--- config.mk ---
export PLATFORM = sky130hd
export DESIGN_NAME = rstctrl_linkseq
export DESIGN_NICKNAME = d
export VERILOG_FILES = /design/src/rtl/rstctrl_linkseq.sv
export SDC_FILE = /design/constraint.sdc
export NUM_CORES = 1
export LEC_CHECK = 0
export BUFFER_PORTS_ARGS = -buffer_cell sky130_fd_sc_hd__buf_2
export CAP_MARGIN = 20
export CORE_ASPECT_RATIO = 0.5
export CORE_MARGIN = 2
export CORE_UTILIZATION = 55
export DETAILED_ROUTE_END_ITERATION = 8
export GPL_TIMING_DRIVEN = 1
export HOLD_SLACK_MARGIN = 0.12
export PLACE_DENSITY = 0.74
export SYNTH_ARGS = -nofsm -noshare
export SYNTH_HDL_FRONTEND = slang
export SYNTH_SLANG_ARGS = --single-unit
--- constraint.sdc ---
create_clock -name clk -period 3.5 [get_ports clk]
set_input_delay 0.35 -clock clk [delete_from_list [all_inputs] [get_ports clk]]
set_output_delay 0.35 -clock clk [all_outputs]
set_load 0.05 [all_outputs]
--- src/rtl/rstctrl_linkseq.sv ---
// PHY bring-up sequencer: pulses the PHY reset, waits for the detector's
// sticky done/good flags, qualifies live link status, then releases the MAC
// and core resets in stages. Retries on timeout, re-sequences on link loss
// and latches a fail flag once the retry allowance is used up.
module rstctrl_linkseq #(
  parameter int PHY_RST_CYC = 16,
  parameter int TIMEOUT_CYC = 1048576,
  parameter int STABLE_CYC  = 1024,
  parameter int STAGE_GAP   = 8,
  parameter int LOSS_CYC    = 64,
  parameter int MAX_RETRY   = 3
) (
  input  logic       clk,
  input  logic       reset,
  input  logic       restart,
  input  logic       rst_done,
  input  logic       stat_good,
  input  logic       stat_rx,
  input  logic       stat_tx,
  output logic       phy_sys_reset,
  output logic       mon_reset_,
  output logic       mac_reset_,
  output logic       core_reset_,
  output logic       link_up,
  output logic       fail,
  output logic [3:0] retry_cnt,
  output logic [2:0] state
);

  typedef enum logic [2:0] {
    ST_PHY_RST   = 3'd0,
    ST_WAIT_DONE = 3'd1,
    ST_WAIT_STAT = 3'd2,
    ST_STABLE    = 3'd3,
    ST_REL_MAC   = 3'd4,
    ST_REL_CORE  = 3'd5,
    ST_UP        = 3'd6,
    ST_FAIL      = 3'd7
  } state_t;

  // Timeout timer width covers the full window; the shared phase counter is
  // sized for the longest of the per-state counts it has to hold.
  localparam int TW      = $clog2(TIMEOUT_CYC + 1);
  localparam int MAX_AB  = (PHY_RST_CYC > STABLE_CYC) ? PHY_RST_CYC : STABLE_CYC;
  localparam int MAX_CD  = (STAGE_GAP > LOSS_CYC) ? STAGE_GAP : LOSS_CYC;
  localparam int CNT_MAX = (MAX_AB > MAX_CD) ? MAX_AB : MAX_CD;
  localparam int CW      = $clog2(CNT_MAX + 1);

  // Terminal values: a phase of N cycles ends on the cycle its counter holds N-1.
  localparam logic [TW-1:0] TIMER_LAST  = TW'(TIMEOUT_CYC - 1);
  localparam logic [TW-1:0] TIMER_SAT   = {TW{1'b1}};
  localparam logic [CW-1:0] PHY_LAST    = CW'(PHY_RST_CYC - 1);
  localparam logic [CW-1:0] STABLE_LAST = CW'(STABLE_CYC - 1);
  localparam logic [CW-1:0] GAP_LAST    = CW'(STAGE_GAP - 1);
  localparam logic [CW-1:0] LOSS_LAST   = CW'(LOSS_CYC - 1);
  localparam logic [CW-1:0] CNT_SAT     = {CW{1'b1}};
  localparam logic [3:0]    RETRY_LIMIT = 4'(MAX_RETRY);

  state_t        state_reg, state_next;
  logic [TW-1:0] timer_reg, timer_next;
  logic [CW-1:0] cnt_reg, cnt_next;
  logic [3:0]    retry_reg, retry_next;
  logic          phy_reg, phy_next;
  logic          mon_reg, mon_next;
  logic          mac_reg, mac_next;
  logic          core_reg, core_next;
  logic          link_reg, link_next;
  logic          fail_reg, fail_next;

  logic          link_ok;
  logic          in_window;
  logic [CW-1:0] cnt_inc;
  logic [TW-1:0] timer_inc;

  assign link_ok   = stat_rx & stat_tx;
  assign in_window = (state_reg == ST_WAIT_DONE) || (state_reg == ST_WAIT_STAT) ||
                     (state_reg == ST_STABLE);
  assign cnt_inc   = (cnt_reg == CNT_SAT) ? cnt_reg : cnt_reg + CW'(1);
  assign timer_inc = (timer_reg == TIMER_SAT) ? timer_reg : timer_reg + TW'(1);

  // Registers: state, counters and the decoded (registered) outputs.
  always_ff @(posedge clk) begin
    if (reset) begin
      state_reg <= ST_PHY_RST;
      timer_reg <= '0;
      cnt_reg   <= '0;
      retry_reg <= '0;
      phy_reg   <= 1'b1;
      mon_reg   <= 1'b0;
      mac_reg   <= 1'b0;
      core_reg  <= 1'b0;
      link_reg  <= 1'b0;
      fail_reg  <= 1'b0;
    end else begin
      state_reg <= state_next;
      timer_reg <= timer_next;
      cnt_reg   <= cnt_next;
      retry_reg <= retry_next;
      phy_reg   <= phy_next;
      mon_reg   <= mon_next;
      mac_reg   <= mac_next;
      core_reg  <= core_next;
      link_reg  <= link_next;
      fail_reg  <= fail_next;
    end
  end

  // Next-state and counter logic; timeout overrides forward moves, restart overrides all.
  always_comb begin
    state_next = state_reg;
    timer_next = timer_reg;
    cnt_next   = cnt_reg;
    retry_next = retry_reg;

    case (state_reg)
      ST_PHY_RST: begin
        if (cnt_reg == PHY_LAST) begin
          state_next = ST_WAIT_DONE;
          timer_next = '0;
          cnt_next   = '0;
        end else begin
          cnt_next = cnt_inc;
        end
      end
      ST_WAIT_DONE: begin
        timer_next = timer_inc;
        if (rst_done) begin
          state_next = ST_WAIT_STAT;
        end
      end
      ST_WAIT_STAT: begin
        timer_next = timer_inc;
        if (stat_good) begin
          state_next = ST_STABLE;
          cnt_next   = '0;
        end
      end
      ST_STABLE: begin
        timer_next = timer_inc;
        if (!link_ok) begin
          cnt_next = '0;
        end else if (cnt_reg == STABLE_LAST) begin
          state_next = ST_REL_MAC;
          cnt_next   = '0;
        end else begin
          cnt_next = cnt_inc;
        end
      end
      ST_REL_MAC: begin
        if (cnt_reg == GAP_LAST) begin
          state_next = ST_REL_CORE;
          cnt_next   = '0;
        end else begin
          cnt_next = cnt_inc;
        end
      end
      ST_REL_CORE: begin
        state_next = ST_UP;
        cnt_next   = '0;
        retry_next = '0;
      end
      ST_UP: begin
        retry_next = '0;
        if (link_ok) begin
          cnt_next = '0;
        end else if (cnt_reg == LOSS_LAST) begin
          // Link loss re-sequences without consuming a retry.
          state_next = ST_PHY_RST;
          cnt_next   = '0;
        end else begin
          cnt_next = cnt_inc;
        end
      end
      ST_FAIL: begin
        state_next = ST_FAIL;
      end
      default: begin
        state_next = ST_PHY_RST;
        cnt_next   = '0;
        timer_next = '0;
      end
    endcase

    // The attempt window closes on its last cycle regardless of progress.
    if (in_window && (timer_reg == TIMER_LAST)) begin
      timer_next = '0;
      cnt_next   = '0;
      if (retry_reg == RETRY_LIMIT) begin
        state_next = ST_FAIL;
      end else begin
        state_next = ST_PHY_RST;
        retry_next = (retry_reg == 4'hF) ? retry_reg : retry_reg + 4'd1;
      end
    end

    if (restart) begin
      state_next = ST_PHY_RST;
      timer_next = '0;
      cnt_next   = '0;
      retry_next = '0;
    end
  end

  // Output decode from the next state so every output is a plain register.
  always_comb begin
    phy_next  = 1'b0;
    mon_next  = 1'b0;
    mac_next  = 1'b0;
    core_next = 1'b0;
    link_next = 1'b0;
    fail_next = 1'b0;
    case (state_next)
      ST_PHY_RST: begin
        phy_next = 1'b1;
      end
      ST_WAIT_DONE, ST_WAIT_STAT, ST_STABLE: begin
        mon_next = 1'b1;
      end
      ST_REL_MAC: begin
        mon_next = 1'b1;
        mac_next = 1'b1;
      end
      ST_REL_CORE, ST_UP: begin
        mon_next  = 1'b1;
        mac_next  = 1'b1;
        core_next = 1'b1;
        link_next = 1'b1;
      end
      ST_FAIL: begin
        fail_next = 1'b1;
      end
      default: begin
        phy_next = 1'b1;
      end
    endcase
  end

  assign phy_sys_reset = phy_reg;
  assign mon_reset_    = mon_reg;
  assign mac_reset_    = mac_reg;
  assign core_reset_   = core_reg;
  assign link_up       = link_reg;
  assign fail          = fail_reg;
  assign retry_cnt     = retry_reg;
  assign state         = state_reg;

endmodule

Word level (Yosys, flattened, before mapping)
Cells that the tools add are included.
{ "word_totals": {"rom_bits": 0, "mem_bits_rw": 0, "memories": 0, "latch_bits": 0, "ff_bits": 44, "input_bits": 7, "word_cells": 89, "output_inout_bits": 13} }
{ "op_classes": {"div": 0, "multipliers": 0, "n_reduce_logical": 16, "eq_ne": 27, "bitwise_logic": 1, "muxes": 33, "add_sub_neg": 3, "n_shift": 0, "n_lt_le_gt_ge": 0} }
{ "ops": {"columns": ["op", "n"], "rows": [
  ["11-bit 2-to-1 mux", 8],
  ["11-bit case mux with 6 select lines", 1],
  ["21-bit 2-to-1 mux", 2],
  ["21-bit case mux with 2 select lines", 1],
  ["3-bit 2-to-1 mux", 11],
  ["3-bit equality test, second input constant", 8],
  ["3-bit case mux with 8 select lines", 1],
  ["21-bit by 1-bit adder with 21-bit output, second input constant", 1],
  ["21-bit by 20-bit equality test with 1-bit output, second input constant", 1],
  ["21-bit equality test, second input constant", 1],
  ["4-bit 2-to-1 mux", 4],
  ["3-bit by 2-bit equality test with 1-bit output, second input constant", 4],
  ["11-bit by 1-bit adder with 11-bit output, second input constant", 1],
  ["11-bit by 10-bit equality test with 1-bit output, second input constant", 1],
  ["11-bit equality test, second input constant", 1],
  ["11-bit by 3-bit equality test with 1-bit output, second input constant", 1],
  ["11-bit by 4-bit equality test with 1-bit output, second input constant", 1],
  ["11-bit by 6-bit equality test with 1-bit output, second input constant", 1],
  ["3-bit OR reduction", 3],
  ["3-bit by 1-bit equality test with 1-bit output, second input constant", 2],
  ["3-bit zero test", 2],
  ["2-bit inequality test, second input constant", 3],
  ["6-bit nonzero test", 1],
  ["2-bit OR reduction", 3],
  ["12 further kinds", 17]
]} }

Logic depth before layout (Yosys ltp)
Gate-level depths: netlist of run 1.
{ "logic_depth": {"ltp_word": 9, "depth_mapped": 10, "mapped_depth_nobuf": 9} }

Least setup slack after synthesis of run 1
OpenSTA, ideal clock, no wires.
{ "synth_path": {"path_kind": "flip-flop to flip-flop", "from": "register state_reg[1] (netlist: state[1])", "to": "register cnt_reg[0]", "required_ns": 3.375, "setup_time_ns": 0.125, "stages_incl_launch_ff": 8, "n_path_buf": 1, "setup_slack_ns": 1.054, "synth_period_minus_slack_ns": 2.446, "arrival_ns": 2.321, "path_cell_list": "dfxtp_1 o21bai_1 or4b_4 or3_1 buf_6 nand3_4 o21bai_4 nor2_2"} }
{ "synth_between": {"elab_chain_len": 5, "word_cells_on_any_way": 15, "cone_classes": "eq/ne: 7; mux: 1; reduce/logical: 7"} }
{ "synth_rtl": {"columns": ["element", "line_no", "rtl"], "rows": [
  ["from (decl)", "59", "state_t state_reg, state_next;"],
  ["from (signal assigned)", "95", "state_reg <= state_next;"],
  ["3-bit by 1-bit equality test with 1-bit output / 3-bit by 2-bit equality test with 1-bit output (equally long branches)", "76, 115", null],
  ["1-bit logical OR (2 in series)", "76", "assign in_window = (state_reg == ST_WAIT_DONE) || (state_reg == ST_WAIT_STAT) ||"],
  ["1-bit logical AND", "185", "if (in_window && (timer_reg == TIMER_LAST)) begin"],
  ["3-bit OR reduction (no source line)", null, null],
  ["to (signal assigned)", "97", "cnt_reg <= cnt_next;"],
  ["to (decl)", "61", "logic [CW-1:0] cnt_reg, cnt_next;"]
]} }
Parallel ways exist; a longest one is shown, timed or not.
A chain may end at the register's enable or synchronous reset.

Worst setup path after layout of run 1
{ "layout_path": {"from": "register state_reg[1] (netlist: state[1])", "to": "register cnt_reg[3]"} }
The elaborated chain is that of the path after synthesis.

==> run metrics, run 1 <==
most common cell after layout, fill and taps aside dfxtp_1; via count 2,280; Mapped Cells 301; CP Capture Type flop; Synth Register Bits 44; DP Area 2660 µm²; clk buf depth 2; first-pass GRT wire length 9320 µm; worst vdd ir 0.152 mV; critical path type flop to flop; Seq pwr share 0.602; Max Cap Viol 0; Vias/cell 6.11; yosys warns 0; crit path DAT 2.85 ns; worst-margin pin slew 0.948 ns; design area 2740 µm²; share of cells above drive strength 1 0.174; Layout Skew 0.00531 ns; Final min period 2.67 ns; post-synthesis cell type count 64; unrepaired setup endpoints after global routing false; register area share after synthesis 0.343; final setup violation count 0; post-CTS setup buffer count 0; final hold vios 0; largest net degree at the start of global routing 20; fill cell count 386; Mapped Area 2560 µm²; I/O pins 20; layout net count 326; clock latency at the later pin of the worst-skew pair 0.29 ns; diode count 0; ys async rst share 0; IO buf count 19; Final Instance Count excl. Fillers 373; DR iter-0 viols 138; Post-DP HPWL 3920 µm; GRT overflow 0; Routed WL per cell 14.5 µm; synthesized area per cell 8.52 µm²; starting density of the core 0.577; die area 5260 µm²; Pre-antenna DRT Iters 5; antenna violations before repair 0; min-delay worst type input pin to flop; fmax 374 MHz; EDFF count, synth 0; Lkg Pwr 0.000933 µW; WP data required 3.68 ns; R2R cell count 6; Core Box Area 4450 µm²; TritonCTS clock tree yes; main flop type after synthesis dfxtp_1; sw frac 0.224; Reg clk slew, reported paths 0.08 ns; Post-Route WL 5410 µm; Internal Power 647 µW; die height 52.3 µm; status completed; Comb power frac 0.031; worst-path maximum fanout 19; # DRC 0; max FFs per register 21; Sink Count 44; H-tree depth 2; clock power share 0.367; startpoint types flop; CTS Buf Count 5; # rows 17; Core Util, Final 0.616; Syn Nets 311; gpl congestion 0.859; PostCTS Resize Cnt 0; PwrDens 305 nW/µm²; Hold Path Cell Cnt 2; cts hold-fix bufs 0; number of global-route vias before repair 1,960; die width 101 µm; Psw 187 µW; slew margin rel. 0.360; most frequent cells in the layout 44 x dfxtp_1, 37 x nor2_1, 28 x nand2_1, 20 x xnor2_1, 19 x buf_2; clk root buf clkbuf_8; final slew viol count 0; GRT Overall Usage 0.223; Final period util 0.763; area grow syn2layout 6.68%; antenna-violating nets left 0; placed cells 366; Fin Setup TNS 0 ns
==> worst paths after layout <==
path	start	end	slack, ns
max	state[1]	cnt_reg[3]	0.83
min	restart	fail	0.24
max reg2reg	state[1]	cnt_reg[3]	0.83
min reg2reg	cnt_reg[1]	cnt_reg[1]	0.52
==> worst max-delay path, stage by stage (launching register included) <==
cell and delay, ns:
dfxtp_1 0.63, o21bai_1 0.17, or4b_4 0.54, or3_1 0.58, nand3_4 0.30, o21bai_4 0.27
nor2_2 0.07
==> metal layers <==
layer,share of wire,global-route usage
met1,0.48,0.316
met2,0.43,0.351
met3,0.069,0.0440
met4,0.016,0.0502
met5,0,0
==> kinds of logic (layout without fill, tap and decap cells) <==
group | Yosys count | after routing | share of synthesized area
adders and majority gates | 3 | 3 | 0.0146
AOI/OAI and AO/OA | 61 | 61 | 0.191
muxes | 3 | 3 | 0.0122
and+or+nand+nor | 147 | 147 | 0.317
xor gates and xnor gates | 24 | 24 | 0.0820
buffers and inverters | 19 | 34 | 0.0400
DFF | 44 | 44 | 0.343
==> cells in the mapped netlist (4+ instances only) <==
| cell | number | share of area |
|---|---|---|
| o21ai_0 | 9 | 0.018 |
| a211oi_1 | 9 | 0.026 |
| nand4_1 | 10 | 0.024 |
| and3_1 | 6 | 0.015 |
| nor4_1 | 4 | 0.0098 |
| dfxtp_1 | 44 | 0.34 |
| a2111oi_0 | 8 | 0.027 |
| nor2_2 | 9 | 0.022 |
| inv_1 | 7 | 0.010 |
| nand2_1 | 28 | 0.041 |
| nor2_1 | 37 | 0.054 |
| nand2b_1 | 4 | 0.0098 |
| a21oi_1 | 12 | 0.023 |
| xor2_1 | 4 | 0.014 |
| nor3_1 | 8 | 0.016 |
| xnor2_1 | 20 | 0.068 |
| nand3_1 | 13 | 0.025 |
| clkbuf_1 | 5 | 0.0073 |
==> layout make-up <==
type	instances	area, µm²	share of cell area
multi-input cells	238	1580	0.578
flip-flops and latches	44	881	0.322
repair buffers	19	95.1	0.0348
clock buffers	6	72.6	0.0265
well taps	57	71.3	0.0261
inverters	8	30.0	0.0110
clock inverters	1	5.00	0.00183
==> power by group through the flow <==
stage / registers [µW] / logic (µW) / clock network (µW)
floorplan: 514 / 17.2 / 0
global placement: 514 / 25.0 / 0
detailed placement: 514 / 25.4 / 0
CTS: 502 / 25.5 / 312
global route: 503 / 28.3 / 332
finish: 502 / 25.5 / 306
==> per-stage QoR <==
step / hold WS, ns / total power (µW) / worst slack, ns
after detailed placement: 0.508 / 540 / 0.841
after floorplan: 0.427 / 531 / 1.05
after global placement: 0.496 / 539 / 0.926
after CTS: 0.238 / 840 / 0.832
after global routing: 0.250 / 863 / 0.621
final: 0.242 / 834 / 0.829
No activity file was read; power rests on OpenSTA's default activity.
==> run 2, diff against run 1 <==
==> constraint.sdc (replaced) <==
create_clock -name clk -period 2.65 [get_ports clk]
set_input_delay 0.265 -clock clk [delete_from_list [all_inputs] [get_ports clk]]
set_output_delay 0.265 -clock clk [all_outputs]
set_load 0.05 [all_outputs]
==> run metrics, run 2 (synthesis gave the netlist of run 1 again) <==
status completed; Vias/cell 5.84 (-4.4%); fill cell count 388 (+0.52%); min-delay worst type input pin to flop; fmax 410 MHz (+9.4%); critical path type flop to flop; Routed WL per cell 13.9 µm (-4.0%); Core Util, Final 0.630 (+0.0141); largest net degree at the start of global routing 20 (unchanged); final slew viol count 0 (unchanged); WP data required 2.89 ns (-0.79 ns); Reg clk slew, reported paths 0.08 ns (about the same); PostCTS Resize Cnt 0 (unchanged); Max Cap Viol 0 (unchanged); crit path DAT 2.68 ns (-0.17 ns); most common cell after layout, fill and taps aside dfxtp_1; IO buf count 19 (unchanged); worst vdd ir 0.212 mV (+40%); GRT Overall Usage 0.231 (+0.00822); # rows 17 (unchanged); clock latency at the later pin of the worst-skew pair 0.30 ns (about the same); die width 101 µm (unchanged); die height 52.3 µm (unchanged); Sink Count 44 (unchanged); worst-path maximum fanout 19 (unchanged); slew margin rel. 0.387 (+0.0275); I/O pins 20 (unchanged); TritonCTS clock tree yes; placed cells 372 (+1.6%); number of global-route vias before repair 2,051 (+4.6%); diode count 0 (unchanged); GRT overflow 0 (unchanged); antenna-violating nets left 0 (unchanged); area grow syn2layout 9.12%; share of cells above drive strength 1 0.192 (+0.0179); Pre-antenna DRT Iters 4 (-1); Final Instance Count excl. Fillers 380 (+1.9%); final hold vios 0 (unchanged); via count 2,220 (-2.6%); DP Area 2700 µm² (+1.7%); Final min period 2.44 ns (-0.230 ns); Final period util 0.921 (+0.158); design area 2800 µm² (+2.3%); unrepaired setup endpoints after global routing false; starting density of the core 0.577 (unchanged); cts hold-fix bufs 0 (unchanged); CTS Buf Count 5 (unchanged); Post-Route WL 5290 µm (-2.2%); Slowest-stage cell, CP a2111o_1; Core Box Area 4450 µm² (unchanged); most frequent cells in the layout 44 x dfxtp_1, 37 x nor2_1, 28 x nand2_1, 20 x xnor2_1, 19 x buf_2; DR iter-0 viols 96 (-30%); startpoint types flop; CP Capture Type flop; Bufs and invs on worst path 0 (unchanged); Layout Skew 0.00434 ns (-0.000967 ns); Hold WS 0.143 ns (-0.0983 ns); first-pass GRT wire length 9480 µm (+1.8%); final setup violation count 0 (unchanged); max FFs per register 21 (unchanged); layout net count 332 (+1.8%); antenna violations before repair 0 (unchanged); PwrDens 408 nW/µm² (+34%); clk buf depth 2 (unchanged); crit-path max cell delay 0.44 ns (-0.19 ns); Lkg Pwr 0.000966 µW (+3.5%); H-tree depth 2 (unchanged); cells along the critical path ha_1 > nor3b_1 > nand4_1 > nand3b_4 > a2111o_1 > or3_1 > a21oi_1; post-CTS setup buffer count 0 (unchanged); Post-DP HPWL 3860 µm (-1.6%); clk root buf clkbuf_8; gpl congestion 0.905 (+5.4%); # DRC 0 (unchanged); worst-margin pin slew 0.907 ns (-0.0407 ns); critical path's top delay family simple AND/OR/NAND/NOR gates; die area 5260 µm² (unchanged); Fin Setup TNS 0 ns (unchanged)
==> run 2: cell count changes in the layout (fill, tap and decap cells not counted), sizes merged <==
cell      before  now
clkinv         1    0
clkinvlp       0    1
buf           19   25
clkbuf         6    7
==> run 2: final cells by class <==
| type | count | area (µm²) | share of cell area |
|---|---|---|---|
| Multi-Input combinational cell | 238 | 1580 | 0.565 |
| Sequential cell | 44 | 881 | 0.315 |
| Timing Repair Buffer | 25 | 140 | 0.0501 |
| Clock buffer | 7 | 86.3 | 0.0308 |
| Tap cell | 57 | 71.3 | 0.0255 |
| Inverter | 8 | 30.0 | 0.0107 |
| Clock inverter | 1 | 7.51 | 0.00268 |
==> run 2: worst paths after layout <==
check	from	to	slack (ns)	depth (start not counted)
max reg2reg	cnt_reg[0]	timer_reg[19]	0.21	7
max	cnt_reg[0]	timer_reg[19]	0.21	7
min reg2reg	cnt_reg[1]	cnt_reg[1]	0.52	2
min	restart	fail	0.14	2
==> run 2: metal layers <==
layer,share of wire,up-vias,GRT usage
li1,-,1140,-
met1,0.52,1042,0.319
met2,0.44,36,0.364
met3,0.035,2,0.0640
met4,0.0026,0,0.0479
met5,0,-,0
==> run 2: worst reg2reg max path, delay by kind of cell (launching register included) <==
family | cells | cell delay [ns]
compound gates | 2 | 0.58
fa+ha+maj | 1 | 0.29
flops | 1 | 0.40
simple gates | 4 | 1.12
==> run 2: metrics by stage <==
stage	power (µW)	setup slack (ns)
after detailed placement	715	0.220
final	1140	0.208
after floorplan	702	0.204
after global routing	1180	0.0475
after global placement	714	0.274
after CTS	1160	0.208
==> run 2: power by group <==
part	switching [µW]	internal [µW]
clock	231	212
combinational	21.2	14.5
sequential	1.63	662
==> run 3, diff against run 2 <==
--- a/config.mk
+++ b/config.mk
@@ -14,6 +14,7 @@
 export GPL_TIMING_DRIVEN = 1
 export HOLD_SLACK_MARGIN = 0.12
 export PLACE_DENSITY = 0.74
+export REMOVE_ABC_BUFFERS = 1
 export SYNTH_ARGS = -nofsm -noshare
 export SYNTH_HDL_FRONTEND = slang
 export SYNTH_SLANG_ARGS = --single-unit
==> constraint.sdc (replaced) <==
create_clock -name clk -period 2.9 [get_ports clk]
set_input_delay 0.29 -clock clk [delete_from_list [all_inputs] [get_ports clk]]
set_output_delay 0.29 -clock clk [all_outputs]
set_load 0.05 [all_outputs]
==> run metrics, run 3 (synthesis gave the netlist of run 1 again) <==
post-CTS setup buffer count 0 (unchanged); number of global-route vias before repair 2,037 (-0.68%); GRT overflow 0 (unchanged); Reg clk slew, reported paths 0.09 ns (about the same); final slew viol count 0 (unchanged); die height 52.3 µm (unchanged); I/O pins 20 (unchanged); TritonCTS clock tree yes; Max Cap Viol 0 (unchanged); Fin Setup TNS 0 ns (unchanged); worst vdd ir 0.229 mV (+7.9%); final hold vios 0 (unchanged); most common cell after layout, fill and taps aside dfxtp_1; critical path's top delay family simple AND/OR/NAND/NOR gates; WP data required 3.09 ns (+0.20 ns); slew margin rel. 0.557 (+0.170); Post-Route WL 5530 µm (+4.5%); min-delay worst type input pin to flop; final setup violation count 0 (unchanged); Post-DP HPWL 4030 µm (+4.6%); worst-margin pin slew 0.648 ns (-0.259 ns); startpoint types flop; Routed WL per cell 14.5 µm (+4.5%); die area 5260 µm² (unchanged); Vias/cell 5.97 (+2.3%); clk root buf clkbuf_8; max FFs per register 21 (unchanged); Bufs and invs on worst path 0 (unchanged); Layout Skew 0.0116 ns (+0.00722 ns); IO buf count 19 (unchanged); Slowest-stage cell, CP a2111oi_0; crit-path max cell delay 0.67 ns (+0.23 ns); PwrDens 392 nW/µm² (-4.0%); antenna-violating nets left 0 (unchanged); fill cell count 367 (-5.4%); cts hold-fix bufs 0 (unchanged); share of cells above drive strength 1 0.195 (+0.00310); Final min period 2.50 ns (+0.0606 ns); layout net count 332 (unchanged); die width 101 µm (unchanged); largest net degree at the start of global routing 20 (unchanged); first-pass GRT wire length 9510 µm (+0.30%); CTS Buf Count 5 (unchanged); most frequent cells in the layout 44 x dfxtp_1, 37 x nor2_1, 28 x nand2_1, 20 x xnor2_1, 19 x buf_2; unrepaired setup endpoints after global routing false; crit path DAT 2.69 ns (about the same); GRT Overall Usage 0.229 (-0.00131); starting density of the core 0.577 (unchanged); # DRC 0 (unchanged); cells along the critical path ha_1 > nor3b_1 > nand4_1 > nand3b_4 > a2111oi_0 > xnor2_1 > nor2_1; status completed; Sink Count 44 (unchanged); worst-path maximum fanout 19 (unchanged); fmax 400 MHz (-2.4%); cell depth of the worst setup path 7 (unchanged); Pre-antenna DRT Iters 5 (+1); Final WS setup 0.398 ns (+0.189 ns); clk buf depth 2 (unchanged); R2R cell count 7 (unchanged); area grow syn2layout 9.66%; gpl congestion 0.915 (+1.1%); Hold Path Cell Cnt 2 (unchanged); clock latency at the later pin of the worst-skew pair 0.29 ns (about the same); via count 2,270 (+2.3%); H-tree depth 2 (unchanged); DR iter-0 viols 94 (-2.1%); critical path type flop to flop; Final period util 0.863 (-0.0585); worst slack, placed 0.445 ns (+0.225 ns); # rows 17 (unchanged); Core Box Area 4450 µm² (unchanged); Lkg Pwr 0.000976 µW (+1.0%); Hold WS 0.183 ns (+0.0399 ns); CP Capture Type flop; PostCTS Resize Cnt 0 (unchanged); antenna violations before repair 0 (unchanged); diode count 0 (unchanged)
-- run 3: cell types whose count changed in the layout (fill, tap and decap cells not counted), sizes merged --
cell	change
buf	-1
clkbuf	-1
bufinv	+1
clkinv	+1
-- run 3: final cells by class --
class	count	area, µm²	area share
Clock inverter	3	42.5	0.0151
Clock buffer	5	68.8	0.0245
Sequential cell	44	881	0.313
Multi-Input combinational cell	238	1580	0.562
Tap cell	57	71.3	0.0254
Inverter	8	30.0	0.0107
Timing Repair Buffer	25	138	0.0489
-- run 3: worst paths after layout --
path | start | endpoint | slack (ns)
max | cnt_reg[0] | timer_reg[9] | 0.40
min | restart | fail | 0.18
max reg2reg | cnt_reg[0] | timer_reg[9] | 0.40
min reg2reg | cnt_reg[1] | cnt_reg[1] | 0.51
-- run 3: worst register-to-register path, delay by kind of cell (launching register included) --
family | cells | cell delay [ns]
xor+xnor | 1 | 0.19
simple gates | 4 | 0.85
compound gates | 1 | 0.68
fa+ha+maj | 1 | 0.30
flops | 1 | 0.39
-- run 3: power by group --
part	total (µW)	switching, µW	internal [µW]
clock	466	211	255
sequential	606	1.42	605
combinational	29.7	18.2	11.5
-- run 3: layer usage --
metal / GRT usage / wire [µm] / vias to the layer above
li1: - / - / 1147
met1: 0.326 / 2770 / 1065
met5: 0 / 0 / -
met2: 0.362 / 2460 / 54
met4: 0.0479 / 23 / 0
met3: 0.0480 / 280 / 4
-- run 3: through the flow --
| step | total power [µW] | instance area (µm²) | cells | utilization |
|---|---|---|---|---|
| 4_1_cts | 1110 | 2810 | 379 | 0.632 |
| 3_3_place_gp | 650 | 2700 | 371 | 0.607 |
| 3_5_place_dp | 650 | 2700 | 371 | 0.607 |
| 5_1_grt | 1140 | 2810 | 380 | 0.633 |
| 6_report | 1100 | 2810 | 380 | 0.633 |
| 2_1_floorplan | 640 | 2490 | 290 | - |
